==> src/rtl/game_pkg.sv <==
// Shared state encoding and default timing constants for the round sequencer.
package game_pkg;

  typedef enum logic [2:0] {
    TITLE  = 3'd0,
    REVIVE = 3'd1,
    PLAY   = 3'd2,
    DYING  = 3'd3,
    WIN    = 3'd4
  } game_state_enum;

  localparam int DEF_DEATH_FRAMES   = 60;
  localparam int DEF_DEATH_W        = 8;
  localparam int DEF_FRAMES_PER_SEC = 60;
  localparam int DEF_TIME_LIMIT     = 300;

endpackage

==> src/rtl/frame_tick_gen.sv <==
// Rising-edge detector for the frame clock: one Clk-wide tick per frame_clk rise,
// registered so downstream logic sees a clean single-cycle pulse.
module frame_tick_gen (
  input  logic Clk,
  input  logic Reset,
  input  logic frame_clk,
  output logic frame_tick
);

  logic frame_clk_q;

  always_ff @(posedge Clk) begin
    if (Reset) begin
      frame_clk_q <= 1'b0;
      frame_tick  <= 1'b0;
    end else begin
      frame_clk_q <= frame_clk;
      frame_tick  <= frame_clk & ~frame_clk_q;
    end
  end

endmodule

==> src/rtl/game_flow_controller.sv <==
// Round sequencer for FireBoy/IceGirl: revive/freeze control, death counting, level completion.
// Define LEVEL_TIMER_EN to build the play-time counter and its time-limit kill.
module game_flow_controller
  import game_pkg::*;
#(
  parameter int DEATH_FRAMES = DEF_DEATH_FRAMES,
  parameter int DEATH_W      = DEF_DEATH_W
`ifdef LEVEL_TIMER_EN
  ,
  parameter int FRAMES_PER_SEC = DEF_FRAMES_PER_SEC,
  parameter int TIME_LIMIT     = DEF_TIME_LIMIT
`endif
) (
  input  logic               Clk,
  input  logic               Reset,
  input  logic               frame_clk,
  input  logic               start_key,
  input  logic               fireboy_hazard,
  input  logic               icegirl_hazard,
  input  logic               fireboy_at_door,
  input  logic               icegirl_at_door,
  output logic               revive,
  output logic               freeze,
  output logic [2:0]         game_state,
  output logic [DEATH_W-1:0] death_count,
  output logic [9:0]         play_seconds
);

  localparam logic [6:0]         FRAME_LAST = 7'(DEATH_FRAMES - 1);
  localparam logic [DEATH_W-1:0] DEATH_MAX  = '1;

  game_state_enum     state_reg, state_next;
  logic [6:0]         frame_cnt_reg, frame_cnt_next;
  logic [DEATH_W-1:0] death_count_reg, death_count_next;
  logic               start_key_q;
  logic               frame_tick;
  logic               start_press;
  logic               hazard;
  logic               timeout;

  frame_tick_gen u_frame_tick (
    .Clk        (Clk),
    .Reset      (Reset),
    .frame_clk  (frame_clk),
    .frame_tick (frame_tick)
  );

  always_ff @(posedge Clk) begin
    if (Reset) start_key_q <= 1'b0;
    else       start_key_q <= start_key;
  end

  assign start_press = start_key & ~start_key_q;
  assign hazard      = fireboy_hazard | icegirl_hazard | timeout;

  always_ff @(posedge Clk) begin
    if (Reset) begin
      state_reg       <= TITLE;
      frame_cnt_reg   <= '0;
      death_count_reg <= '0;
    end else begin
      state_reg       <= state_next;
      frame_cnt_reg   <= frame_cnt_next;
      death_count_reg <= death_count_next;
    end
  end

  always_comb begin
    state_next       = state_reg;
    frame_cnt_next   = frame_cnt_reg;
    death_count_next = death_count_reg;
    case (state_reg)
      TITLE, WIN: begin
        if (start_press) begin
          state_next       = REVIVE;
          death_count_next = '0;
        end
      end
      REVIVE: begin
        state_next     = PLAY;
        frame_cnt_next = '0;
      end
      PLAY: begin
        // A hazard outranks reaching both doors in the same cycle.
        if (hazard) begin
          state_next = DYING;
          if (death_count_reg != DEATH_MAX) death_count_next = death_count_reg + 1'b1;
        end else if (fireboy_at_door & icegirl_at_door) begin
          state_next = WIN;
        end
      end
      DYING: begin
        if (frame_tick) begin
          if (frame_cnt_reg == FRAME_LAST) begin
            state_next     = REVIVE;
            frame_cnt_next = '0;
          end else begin
            frame_cnt_next = frame_cnt_reg + 7'd1;
          end
        end
      end
      default: state_next = TITLE;
    endcase
  end

  always_comb begin
    revive = 1'b0;
    freeze = 1'b1;
    case (state_reg)
      TITLE, REVIVE: revive = 1'b1;
      PLAY:          freeze = 1'b0;
      default:       ;
    endcase
  end

  assign game_state  = state_reg;
  assign death_count = death_count_reg;

`ifdef LEVEL_TIMER_EN
  localparam logic [5:0] SUB_LAST  = 6'(FRAMES_PER_SEC - 1);
  localparam logic [9:0] SEC_LIMIT = 10'(TIME_LIMIT);

  logic [5:0] sub_cnt_reg;
  logic [9:0] seconds_reg;

  // Time only accumulates while playing; it is frozen in DYING/WIN so it can be shown.
  always_ff @(posedge Clk) begin
    if (Reset || state_reg == REVIVE) begin
      sub_cnt_reg <= '0;
      seconds_reg <= '0;
    end else if (state_reg == PLAY && frame_tick) begin
      if (sub_cnt_reg == SUB_LAST) begin
        sub_cnt_reg <= '0;
        seconds_reg <= seconds_reg + 10'd1;
      end else begin
        sub_cnt_reg <= sub_cnt_reg + 6'd1;
      end
    end
  end

  assign timeout      = (seconds_reg == SEC_LIMIT);
  assign play_seconds = seconds_reg;
`else
  assign timeout      = 1'b0;
  assign play_seconds = '0;
`endif

endmodule

==> config.mk <==
export PLATFORM = sky130hd
export DESIGN_NAME = game_flow_controller
export DESIGN_NICKNAME = d
export VERILOG_FILES = /design/src/rtl/game_pkg.sv /design/src/rtl/frame_tick_gen.sv /design/src/rtl/game_flow_controller.sv
export SDC_FILE = /design/constraint.sdc
export NUM_CORES = 1
export LEC_CHECK = 0
export ABC_AREA = 1
export BUFFER_PORTS_ARGS = -buffer_cell sky130_fd_sc_hd__buf_4
export CORE_MARGIN = 10
export CORE_UTILIZATION = 57
export DETAILED_ROUTE_END_ITERATION = 6
export GPL_ROUTABILITY_DRIVEN = 0
export GPL_TIMING_DRIVEN = 0
export PLACE_DENSITY = 0.95
export SLEW_MARGIN = 20
export SYNTH_ARGS = -nofsm -noshare
export SYNTH_HDL_FRONTEND = slang
export SYNTH_SLANG_ARGS = --single-unit
export TNS_END_PERCENT = 5
==> constraint.sdc <==
create_clock -name Clk -period 2.5 [get_ports Clk]
set_input_delay 0.375 -clock Clk [delete_from_list [all_inputs] [get_ports Clk]]
set_output_delay 0.375 -clock Clk [all_outputs]
set_load 0.02 [all_outputs]
* After elaboration in Yosys (flattened, before gate mapping)
Index checks and enable logic that the tools add are counted.
W data, S select, Z words.
** Storage, ports and cells
- Bits in registers :: 21
- Latch bits :: 0
- RAM bits :: 0
- Bits in read-only memories :: 0
- Bits of input ports :: 8
- Word-level logic and storage cells :: 49
- Memories kept :: 0
** Cells by class
- Add/subtract/negate cells :: 2
- Multiply operators :: 0
- Div/mod/pow operators :: 0
- Order comparisons :: 0
- Equal/unequal tests :: 12
- Shift operators :: 0
- Muxes and demuxes :: 15
- Bitwise gates (word level) :: 6
- Reductions and logical operators :: 8
** Operators with widths (number)
- $mux W8 :: 3
- $pmux W8 S2 :: 1
- $mux W3 :: 5
- $mux W7 :: 2
- $pmux W7 S2 :: 1
- $pmux W3 S4 :: 1
- $add A8 B1 Y8 const B :: 1
- $ne A2 B2 Y1 const B :: 4
- $ne A8 B8 Y1 const B :: 1
- $reduce_and A4 Y1 :: 2
- $add A7 B1 Y7 const B :: 1
- $eq A7 B6 Y1 const B :: 1
- $eq A3 B2 Y1 const B :: 2
- $reduce_bool A2 Y1 :: 2
- $reduce_or A2 Y1 :: 2
- $and A1 B1 Y1 :: 3
- $eq A3 B1 Y1 const B :: 1
- $eq A3 B3 Y1 const B :: 1
- $logic_not A3 Y1 :: 1
- $ne A3 B3 Y1 const B :: 1
- $mux W1 :: 2
- $ne A2 B1 Y1 const B :: 1
- $not A1 Y1 :: 2
- $reduce_and A2 Y1 :: 1
- $or A1 B1 Y1 :: 1

* Depth between registers and ports, before layout
Gate-level depths: netlist (run 1).
- Word-level depth :: 4
- Depth in mapped cells :: 10
- Mapped depth without buffers :: 10

* Modules after synthesis
A second synthesis (run 1) with hierarchy kept.
** Second synthesis, totals
- Cells, all modules :: 198
- Area, all modules :: 1282.5 µm²
** Modules (own cells, without submodules)
- game_flow_controller :: times used 1, cells each 192, area each 1222.4 µm², sequential area each 380.4 µm²
- frame_tick_gen :: times used 1, cells each 6, area each 60.1 µm², sequential area each 40.0 µm²

* Worst setup path after synthesis (run 1)
OpenSTA, ideal clock, no wires.
- Kind :: flip-flop to output port
- Start point :: register state_reg[1] (netlist: game_state[1])
- End point :: output revive
- Arrival :: 1.176 ns
- Data required time :: 2.125 ns
- Setup slack :: 0.949 ns
- Cell stages (with the launch flop) :: 5
- Path buffers :: 1
- Cells stage by stage :: dfxtp_1 > buf_6 > nor2_2 > inv_1 > o22ai_1
** Between the ends
- Word-level cells in the longest chain between the ends :: 3
- Elaborated cells on any way between the ends :: 4
- Classes of those cells :: eq/ne: 1; mux: 1; reduce/logical: 2
** Ends and longest elaborated chain
- start, declared :: RTL line game_flow_controller.sv:32 : game_state_enum state_reg, state_next;
- start signal, assigned :: RTL line game_flow_controller.sv:62 : state_reg <= state_next;
- $eq A3 B1 Y1 or $logic_not A3 Y1 (tied branches) :: RTL line game_flow_controller.sv:109 : case (state_reg)
- $reduce_or A2 Y1 (*) :: RTL line game_flow_controller.sv:109
- $mux W1 (*) :: RTL line game_flow_controller.sv:109
- end, declared :: RTL line game_flow_controller.sv:22 : output logic revive,
Mark *: on every way between the ends. The rest lies on a longest branch, timed or not.

* Final worst setup path (run 1)
Same ends and word-level chain as after synthesis.

==> results of run 1 <==
==> worst reg2reg max path: cells and delay by family (launching register included) <==
kind	cells	cell delay, ns
DFF	1	0.43
and+or+nand+nor	8	0.65
buffers and inverters	1	0.04
adders and majority gates	1	0.22
==> cell usage in the layout (no fill, tap or decap), drive strengths merged <==
cell type and count:
xor2 1, inv 31, nor2 42, a21oi 8, ha 2, a31oi 1, nor3 7, clkbuf 3
dfxtp 21, buf 31, nor3b 1, clkinv 2, nand2 49, nand4 3, o22ai 1, conb 10
or2 1, o21ai 5, nand3 22
==> layout make-up <==
cell class,count,area (sq um)
buffer,12,97.6
clock buffer,3,22.5
clock inverter,1,5.00
fill,204,649
inverter,32,128
multi-input combinational,153,754
sequential,21,420
tap,28,35.0
timing repair buffer,19,143
==> final timing paths <==
kind	startpoint	end	cells past startpoint
setup / recovery	game_state[1]$_SDFFE_PP0P_	revive	5
hold / removal	Reset	u_frame_tick.frame_clk_q$_SDFF_PP0_	2
setup reg to reg	death_count[0]$_SDFFE_PP0P_	death_count[0]$_SDFFE_PP0P_	10
hold reg to reg	u_frame_tick.frame_clk_q$_SDFF_PP0_	u_frame_tick.frame_tick$_SDFF_PP0_	1
==> synth_stat cells <==
cell type | number | share of area, %
sky130_fd_sc_hd__nand2_1 | 45 | 12
sky130_fd_sc_hd__nor2_1 | 38 | 10
sky130_fd_sc_hd__inv_1 | 26 | 7.1
sky130_fd_sc_hd__dfxtp_1 | 21 | 31
sky130_fd_sc_hd__nand3_1 | 21 | 7.7
sky130_fd_sc_hd__buf_4 | 10 | 5.5
sky130_fd_sc_hd__a21oi_1 | 8 | 2.9
sky130_fd_sc_hd__nor3_1 | 7 | 2.6
sky130_fd_sc_hd__o21ai_0 | 4 | 1.5
sky130_fd_sc_hd__inv_4 | 3 | 1.4
sky130_fd_sc_hd__nand4_1 | 3 | 1.4
sky130_fd_sc_hd__buf_6 | 2 | 1.6
sky130_fd_sc_hd__ha_1 | 2 | 1.8
sky130_fd_sc_hd__inv_2 | 2 | 0.55
sky130_fd_sc_hd__nand2_4 | 2 | 1.6
sky130_fd_sc_hd__nor2_2 | 2 | 0.92
sky130_fd_sc_hd__a31oi_1 | 1 | 0.46
sky130_fd_sc_hd__clkinv_1 | 1 | 0.27
sky130_fd_sc_hd__conb_1 | 1 | 0.27
sky130_fd_sc_hd__nand2_2 | 1 | 0.46
sky130_fd_sc_hd__nand2_8 | 1 | 1.5
sky130_fd_sc_hd__nand3_4 | 1 | 1.3
sky130_fd_sc_hd__nor2_4 | 1 | 0.82
sky130_fd_sc_hd__nor2_8 | 1 | 1.5
sky130_fd_sc_hd__nor3b_1 | 1 | 0.55
sky130_fd_sc_hd__o21ai_4 | 1 | 1.2
sky130_fd_sc_hd__o22ai_1 | 1 | 0.46
sky130_fd_sc_hd__or2_1 | 1 | 0.46
sky130_fd_sc_hd__xor2_1 | 1 | 0.64
==> stage by stage <==
step	std cells	power (W)	instance area [sq um]
final	269	0.00126	1610
after global routing	269	0.00136	1610
after CTS	269	0.00127	1610
after detailed placement	265	0.00110	1580
after global placement	265	0.00109	1580
after floorplan	218	0.000932	1400
==> logic make-up after synthesis <==
logic type / after synthesis / synth area share (%)
buf+inv: 44 / 16.5
xor+xnor: 1 / 0.641
simple gates: 125 / 43.5
other cells: 1 / 0.274
flops: 21 / 30.8
compound gates: 15 / 6.50
fa+ha+maj: 2 / 1.83
==> routing by layer <==
metal	global-route usage, %	vias up	routed length (um)
li1	-	701	-
met1	15.7	570	1260
met2	22.1	44	1400
met3	2.74	5	234
met4	3.94	0	38
met5	0	-	0
==> power by group <==
group / switching, W / internal (W) / total, W
Sequential: 0.0000507 / 0.000379 / 0.000430
Combinational: 0.000413 / 0.000248 / 0.000661
Clock: 0.000112 / 0.0000598 / 0.000172
Total: 0.000576 / 0.000686 / 0.00126
==> results list, run 1 <==
- Largest register FFs: 8
* Number of optimization iterations in the first detailed-route pass: 4
* Achievable clock frequency: 556 MHz
- From left edge to right edge, the die measures 69.0 um.
- Number of failing setup endpoints in the final timing report: 0
* Number of nets with antenna violations after detailed routing: 0
* Biggest cell delay along the critical path: 0.34 ns
* Final Worst Setup Slack: 0.702 ns
- The setup path with the least slack is of type flip-flop to output pin.
- In this run the worst hold path is classified as input port to flip-flop.
- Estimated wirelength of the detail-placed design: 2240 um
- Share of the yosys chip area belonging to registers: 30.8%
- Maximum capacitance violations: 0
- Setup slack on the worst reg-to-reg path comes out at 1.07 ns.
- Critical-path top delay cell: sky130_fd_sc_hd__dfxtp_1
- The number of global-route vias before repair was 1187.
* Total buffers and inverters traversed by the critical path: 3
- Yosys printed 0 warnings.
* Core box area: 2250 sq um
* Critical path fanouts, max: 8
* Post-CTS repair timing setup buffer count: 0
- For this run, the post-layout net count is 252.
* Arrival time of the worst setup path: 1.42 ns
- The worst setup path is launched from a flip-flop.
- In the final timing run, aggregate negative setup slack is 0 ns.
- DRC violations left: 0
* Run status: finished, final reports clean
- Aggregate global-route resource usage: 12.9%
- The initialized floorplan defines 17 standard-cell rows.
- TritonCTS built the clock tree.
- Across the VDD grid, the largest voltage drop is 0.696 mV.
* Final clock period utilization by the worst path: 71.9%
- Counting every sink on the clock net gives 21.
* Cell chain of the critical path: buf_6 > nor2_2 > inv_1 > o22ai_1 > buf_4
- Ratio of routed vias to standard cells: 4.91
- The repair_antennas step left the layout with diodes totalling 0.
* Effective utilization at floorplan: 60.6%
* Largest net degree at the start of global routing: 13
* Total standard cell area after synthesis: 1370 sq um
- Data required time of the worst path: 2.12 ns
* Initial antenna violation count: 0
- Max-slew violation count: 0
- Broken down by cell family, the worst path's largest delay share belongs to buffers and inverters.
- 31 I/O pins were placed.
* DR WL/cell: 10.9 um
* Post-CTS Hold Buffers: 0
- Hold is met by 0.262 ns.
- Port buffering added 19 buffers.
- The clock reaches the later pin of the worst-skew pair after 0.31 ns.
* Minimum clock period after layout: 1.80 ns
* Worst slack at placement: 1.06 ns
* Post-cts repair resize count: 0
- Synthesis produced 209 cells.
* CTS buffer count: 3
* Overall die height: 69.0 um
- Total vias in the final route: 1320
- Syn_area_per_cell: 6.54 sq um
- In this run, the number of DRC markers left after iteration 0 of detailed routing was 63.
- Total number of H-tree levels: 1
* Endpoint type of the worst setup path: output pin
* Fraction of layout cells with a size suffix above 1: 20.7%
- Setup repair after global routing left no endpoint under its margin.
* Power density over the cells: 786 nW/um^2
* Growth of design area from synthesis to finish: 17.5%
- In this run, distinct cell masters in the synthesized netlist total 29.
* CTS Root Cell: sky130_fd_sc_hd__clkbuf_4
- Across the routed clock network, the largest skew measured is 0.000873 ns.
- Summed over all cells, the static leakage comes to 0.733 nW.
- Clock transition at path regs: 0.12 ns
* Number of hold violations in the final report: 0
- The synthesized design contains 21 register bits.
* Die outline area: 4760 sq um
* Buffer levels on the longest clock path: 2
- Wire length of the first global-routing pass: 4970 um
* Overall routed net length: 2930 um
- Final global-route overflow total: 0
- Fraction of the core area covered by cells at the end of the flow: 71.2%
No activity file was read; power rests on OpenSTA's default activity.
==> inputs of run 2 (changes only) <==
- ABC_AREA: 1 -> 0
- CORE_UTILIZATION: 57 -> 46
- PLACE_DENSITY: 0.95 -> 0.85
- clock period: 2.5 -> 1.47 ns (I/O delays scaled with it)
==> run 2 against run 1 <==
Compared with the run above: the run now ends with setup timing left; sequential share of layout area up 1.9 points; combinational power is 28% lower; total power grew 9.9%; non-clock buffer count up 6; critical path type is now flip-flop to flip-flop; highest routed layer unchanged.
==> results list, run 2 <==
* Run status: complete, but fails checks
* Violations in the final reports: setup timing
- For the pin with the worst max-slew slack, the measured transition is 0.537 ns.
* Number of sinks driven by the clock tree: 21
- Synth area leaders: sky130_fd_sc_hd__dfxtp_1 (35%), sky130_fd_sc_hd__buf_4 (6.3%), sky130_fd_sc_hd__nand2_1 (5.1%), sky130_fd_sc_hd__a21oi_1 (4.6%), sky130_fd_sc_hd__o21ai_0 (3.8%)
* DRC violations left: 0
* Number of storage elements in the synthesis netlist: 21
- Fraction of met2 tracks used by global routing: 22.6%
- The tool flagged a number of max-cap violations equal to 0.
- In this run the critical register-to-register path is captured at game_state[1]$_SDFFE_PP0P_.
- The path class of the tightest hold or removal check is input port to flip-flop.
- Endpoint type of the worst setup path: flip-flop
- The largest total area in the synthesized netlist belongs to sky130_fd_sc_hd__dfxtp_1.
- The synthesized design devotes to its leading area cell type 35.4% of total area.
- Buffer levels on the longest clock path: 2
* Startpoint of the worst hold path: Reset
* Largest register FFs: 8
- Max-slew headroom at the worst pin: 64.1%
- Clock latency on the worst-skew pair, taken at its later pin, is 0.30 ns.
* CTS buffer count: 3
* Clock tree from TritonCTS: built
* Count of routing violations after the opening detailed-route iteration: 63
- Total power consumption of the routed design: 0.00139 W
* Vias in the first global route: 1185
- Synthesis produced a netlist whose cell count is 145.
- From synthesis to final layout, the design area changed by 34.5%.
- Sequential cells account for 45.7% of the total power.
- Arrival time of the worst setup path: 1.82 ns
- Largest net degree at the start of global routing: 12
* CTS Root Cell: sky130_fd_sc_hd__clkbuf_4
* Worst setup path class: flip-flop to flip-flop
* Total vias in the final route: 1177
* Clock transition at path regs: 0.11 ns
- Standard-cell rows: 18
* Number of optimization iterations in the first detailed-route pass: 4
- Commonest cells post-synth: sky130_fd_sc_hd__dfxtp_1 (21), sky130_fd_sc_hd__nand2_1 (16), sky130_fd_sc_hd__nor2_1 (12), sky130_fd_sc_hd__a21oi_1 (11), sky130_fd_sc_hd__buf_4 (10)
- Critical path fanouts, max: 9
- Highest-count cells in the layout ignoring fill and taps: sky130_fd_sc_hd__buf_4 (35), sky130_fd_sc_hd__nand2_1 (16), sky130_fd_sc_hd__nor2_1 (11)
- For this run, the top clock speed supported by timing is 604 MHz.
- For met1 alone, demand over resource in global routing was 11.7%.
* Effective utilization at floorplan: 47.9%
* Clk pwr share: 19.9%
* Portion of total power attributed to combinational logic: 34.4%
- In the routed layout, each cell is associated on average with a via count of 5.50.
- Final clock period utilization by the worst path: 113%
- The die is 70.8 um tall.
- In this run the number of H-tree levels came out at 1.
- Number of hold violations in the final report: 0
* Netlist cell types: 40
- Endpoint, Worst Hold: start_key_q$_SDFF_PP0_
- Final global-route overflow total: 0
* Overall routed net length: 3270 um
* Internal power consumption: 0.000892 W
* Top-count cell post-synth: sky130_fd_sc_hd__dfxtp_1
- The number of antenna diodes in the final layout is 0.
* Number of failing setup endpoints in the final timing report: 9
- Core box area: 2480 sq um
- For this run, the register share of the synthesized area comes to 35.4%.
- Minimum clock period after layout: 1.65 ns
- Switching share of total power: 35.7%
* Count of cells along the worst hold path: 2
* Data required time of the worst path: 1.63 ns
- Dividing total power by cell area gives a power density of 869 nW/um^2.
- The initial antenna violation count came to 0.
* Estimated wirelength of the detail-placed design: 2270 um
* Top-level I/O count: 31
- Area after detailed placement: 1430 sq um
- Leakage power figure: 0.616 nW
- Most used routing layer: met2
- Aggregate global-route resource usage: 11.9%
* Share of flip-flops with an asynchronous set or reset: 0%
* Net switching power figure: 0.000495 W
* Post-route cell area: 1600 sq um
* DR WL/cell: 15.3 um
- After synthesis, the mean cell area works out to 8.19 sq um.
* Post-CTS Hold Buffers: 0
- The max-slew violation count was 0.
* Commonest register cell after synthesis: sky130_fd_sc_hd__dfxtp_1
- RSZ-0062 raised after global routing: true
* Source of the worst register-to-register timing path: game_state[0]$_SDFFE_PP0P_
- Most frequent standard cell in the layout excluding fill and tap cells: sky130_fd_sc_hd__buf_4
- Total standard cell area after synthesis: 1190 sq um
- In the final layout, the share of cells above drive strength 1 is 38.0%.
- Layout net count: 195
- Cell count of the worst reg-to-reg path: 6
* Layout filler cell count: 221
- Number of nets with antenna violations after detailed routing: 0
- For met3 alone, demand over resource in global routing was 3.35%.
* Count of input and output buffers: 20
- Measured along the x axis, the die boundary spans 70.8 um.
- The clock arrives with 0.000783 ns of skew.
* Final Worst Setup Slack: -0.185 ns
- In this run the register-to-register setup slack is -0.18 ns.
- The first global-routing pass estimated 5220 um of wire.
- Die outline area: 5010 sq um
* CP startpoint kind: flip-flop
- The Yosys step of the flow raised 0 warnings.
- Peak supply drop: 0.513 mV
- Yosys mapped a number of flops with a built-in enable equal to 0.
run 2: per-stage QoR:
stage / utilization [%] / setup TNS [ns] / cells / hold WS [ns] / setup slack (ns)
4_1_cts: 62.1 / -1.13 / 210 / 0.0988 / -0.156
2_1_floorplan: - / -1.14 / 154 / 0.292 / -0.164
5_1_grt: 64.4 / -1.61 / 214 / 0.0912 / -0.226
3_3_place_gp: 57.8 / -2.84 / 204 / 0.374 / -0.347
3_5_place_dp: 57.8 / -3.58 / 204 / 0.384 / -0.375
6_report: 64.4 / -0.732 / 214 / 0.0931 / -0.185
run 2: cell families after synthesis:
kind of cell	Yosys count	synth area share, %
adder cells (fa/ha/maj)	2	2.11
AND/OR/NAND/NOR	66	29.0
buffers and inverters	15	8.53
XOR/XNOR	3	2.21
flip-flops	21	35.4
other	1	0.316
AO/OA/AOI/OAI	35	20.7
multiplexers	2	1.79
run 2: per-layer routing:
metal  vias up  part of all wire (%)
li1        581                     -
met1       546                    38
met2        40                    52
met3        10                   6.2
met4         0                   3.8
met5         -                     0
run 2: repair_timing:
action	CTS	global route
pin swaps	6	7
setup endpoints to repair	17	18
cloned	1	0
gates resized for setup	17	11
buffers inserted	2	4
hold endpoints to repair	0	0
run 2: worst max-delay path: stages, from the launching register on:
cell and delay [ns]:
sky130_fd_sc_hd__dfxtp_4 0.40, sky130_fd_sc_hd__nand2b_1 0.19, sky130_fd_sc_hd__nor2_4 0.15, sky130_fd_sc_hd__inv_2 0.10, sky130_fd_sc_hd__nor3_2 0.17, sky130_fd_sc_hd__a21oi_2 0.11, sky130_fd_sc_hd__a311oi_1 0.39
run 2: worst max-delay path by stage:
stage                                        from                       endpoint  slack, ns  cells past startpoint
CTS                        start_key_q$_SDFF_PP0_    death_count[5]$_SDFFE_PP0P_      -0.16                      5
global placement    frame_cnt_reg[0]$_SDFFE_PP0P_  frame_cnt_reg[3]$_SDFFE_PP0P_      -0.35                      6
detailed placement  frame_cnt_reg[1]$_SDFFE_PP0P_  frame_cnt_reg[2]$_SDFFE_PP0P_      -0.37                      6
finish                 game_state[0]$_SDFFE_PP0P_     game_state[1]$_SDFFE_PP0P_      -0.18                      6
global route        frame_cnt_reg[0]$_SDFFE_PP0P_     game_state[1]$_SDFFE_PP0P_      -0.23                      6
floorplan              game_state[1]$_SDFFE_PP0P_    death_count[5]$_SDFFE_PP0P_      -0.16                      6
run 2: power by group through the flow:
stage / Combinational (W) / Clock [W] / Sequential [W]
floorplan: 0.000268 / 0 / 0.000653
global placement: 0.000390 / 0 / 0.000635
detailed placement: 0.000404 / 0 / 0.000637
CTS: 0.000424 / 0.000274 / 0.000641
global route: 0.000516 / 0.000308 / 0.000639
finish: 0.000478 / 0.000276 / 0.000634
run 2: area by class of cell:
class                   instances  area (sq um)  share of cell area, %
clock buffers                   4          26.3                   1.65
inverters                       3          13.8                  0.862
flip-flops and latches         21           449                   28.1
well taps                      30          37.5                   2.35
multi-input cells             119           798                   50.0
plain buffers                  11          78.8                   4.94
repair buffers                 26           193                   12.1
==> inputs of run 3 (changes only) <==
- CTS_BUF_LIST: unset -> sky130_fd_sc_hd__clkbuf_16
==> run 3 against run 2 <==
Compared with the run above: the flow still finishes with violations (setup timing); critical path depth fell by 1; sequential cell count did not move; non-clock buffer count fell by 2; largest cell class unchanged; sequential power rose by 2%; register-to-register slack improved by 0.05 ns; worst hold slack improved by 0.065 ns; via count fell by 0.42%; setup slack improved by 0.049 ns; routed wire length fell by 2.5%.
==> results list, run 3 (synthesis gave the netlist of run 2 again) <==
* Peak supply drop: 0.759 mV
- Core box area: 2480 sq um
- The root buffer cell chosen for the clock tree is sky130_fd_sc_hd__clkbuf_16.
- Wire length of the first global-routing pass: 5400 um
* Worst setup path class: flip-flop to flip-flop
- The routed design uses 161 um of met3 wire.
- Across every metal layer, demand over resource in global routing totals 12.6%.
- Data on the critical path is required at its endpoint by 1.65 ns.
- The area growth from synthesis to layout is 37.8%.
* Standard-cell rows: 18
- Clock transition at path regs: 0.05 ns
- Count of cells along the worst hold path: 2
* Actual transition at the worst max-transition pin: 0.539 ns
- Count of routing violations after the opening detailed-route iteration: 87
- The post-route netlist has 37.9% of its cells at a drive strength greater than 1.
* Biggest cell delay along the critical path: 0.42 ns
* Buffer levels on the longest clock path: 2
- Number of non-filler instances in the completed layout: 212
- Highest-count cells in the layout ignoring fill and taps: sky130_fd_sc_hd__buf_4 (34), sky130_fd_sc_hd__nand2_1 (16), sky130_fd_sc_hd__nor2_1 (11), sky130_fd_sc_hd__a21oi_1 (11), sky130_fd_sc_hd__conb_1 (10)
* Ratio of routed vias to standard cells: 5.53
- Total buffers and inverters traversed by the critical path: 1
* Die outline area: 5010 sq um
- For this run, the top clock speed supported by timing is 623 MHz.
- Minimum clock period after layout: 1.61 ns
- At the end of the flow, the number of nets in the layout was 193.
- Top-level I/O count: 31
- Final global-route overflow total: 0
- Setup repair after global routing could not meet its margin everywhere.
- Layout Skew: 0.000968 ns
* Count of inserted antenna diode cells: 0
* DRC violations left: 0
* Overall routed net length: 3180 um
- Number of hold violations in the final report: 0
* Worst slack at placement: -0.375 ns
- The number of placed instances, taps included, is 204.
- Run status: complete, but fails checks
- Number of failing setup endpoints in the final timing report: 9
* Number of optimization iterations in the first detailed-route pass: 4
- Total vias in the final route: 1172
- Cell count of the worst reg-to-reg path: 5
- The max-slew violation count came to 0.
* Power density over the cells: 1020 nW/um^2
- Buffers inserted during clock tree synthesis total 3.
* Total number of H-tree levels: 1
- Critical-path top delay cell: sky130_fd_sc_hd__a2111oi_4
- Vias in the first global route: 1209
* Endpoint type of the worst setup path: flip-flop
- Clock tree from TritonCTS: built
- Area after detailed placement: 1430 sq um
- After detailed routing, the average wire length per cell comes to 15.0 um.
- Overall die height: 70.8 um
- The library cell used most frequently in the layout, excluding fill and tap cells, is sky130_fd_sc_hd__buf_4.
- The tightest min-delay check is of the input port to flip-flop type.
* Horizontal die dimension: 70.8 um
* Fraction of the core area covered by cells at the end of the flow: 66.1%
* Final Worst Setup Slack: -0.136 ns
- Detailed route wirelength on metal2: 1730 um
- Largest register FFs: 8
- After routing the design area is 1640 sq um.
* Highest metal layer used by the detailed router: met4
- Number of nets with antenna violations after detailed routing: 0
- The initial antenna violation count came to 0.
- Summing internal, switching and leakage power gives 0.00166 W.
* Arrival time of the worst setup path: 1.78 ns
- In this run the number of cells on the critical path is 5.
- The final critical path takes up 109% of the cycle.
* Critical path fanouts, max: 8
* CP startpoint kind: flip-flop
- For this design, the sink count on the clock tree is 21.
* Violations in the final reports: setup timing
- Count of input and output buffers: 20
* Detailed-route wire length on metal 1: 1220 um
- Estimated wirelength of the detail-placed design: 2270 um
* Effective utilization at floorplan: 47.9%
* Clock latency at the later pin of the worst-skew pair: 0.25 ns
- The kind of cell with the highest combined delay along the critical path is compound AO/OA/AOI/OAI gates.
- Entering global routing, the biggest net connects 12 pins.
* Maximum capacitance violations: 0
* Leakage power figure: 0.636 nW
- Traced cell by cell, the critical path runs through inv_4 > a2111oi_4 > a21oi_4 > or4_1 > a21oi_1.
- Max-slew headroom at the worst pin: 64.1%
-- run 3: cell types whose count changed in the layout (fill, tap and decap cells not counted), moves of 2 or more --
| cell | change |
|---|---|
| sky130_fd_sc_hd__clkbuf_16 | +3 |
| sky130_fd_sc_hd__clkbuf_4 | -3 |
| sky130_fd_sc_hd__dfxtp_2 | +3 |
| sky130_fd_sc_hd__dfxtp_4 | -2 |
-- run 3: path summary, 6_finish.rpt --
check | start | endpoint | slack, ns
min | Reset | start_key_q$_SDFF_PP0_ | 0.16
min reg2reg | u_frame_tick.frame_clk_q$_SDFF_PP0_ | u_frame_tick.frame_tick$_SDFF_PP0_ | 0.38
max | game_state[1]$_SDFFE_PP0P_ | death_count[5]$_SDFFE_PP0P_ | -0.14
max reg2reg | game_state[1]$_SDFFE_PP0P_ | death_count[5]$_SDFFE_PP0P_ | -0.14
-- run 3: metal layers --
metal  vias to the layer above  GRT usage, %
met5                         -             0
met1                       553          12.2
met3                         8          3.49
li1                        579             -
met4                         0          4.73
met2                        32          24.3
-- run 3: what timing repair did --
item,4_1_cts,5_1_grt
cloned,1,0
hold buffers,0,0
setup buffers,2,2
pin swaps,8,6
endpoints found under the setup margin,17,18
resized for setup,19,9
-- run 3: layout make-up --
cell class,instances,area [sq um]
Tap cell,30,37.5
Buffer,11,78.8
Multi-Input combinational cell,119,802
Timing Repair Buffer,24,180
Clock buffer,3,75.1
Fill cell,217,841
Clock inverter,1,3.75
Sequential cell,21,445
Inverter,3,13.8
-- run 3: where the power goes --
group / internal, W / leakage (nW) / switching [W]
clock: 0.000362 / 0.0423 / 0.000196
sequential: 0.000597 / 0.177 / 0.0000472
combinational: 0.000194 / 0.416 / 0.000268
-- run 3: through the flow --
step           hold slack [ns]  TNS (ns)
2_1_floorplan            0.292     -1.14
3_5_place_dp             0.384     -3.58
5_1_grt                  0.164     -1.39
3_3_place_gp             0.374     -2.84
4_1_cts                  0.157    -0.796
6_report                 0.158    -0.535
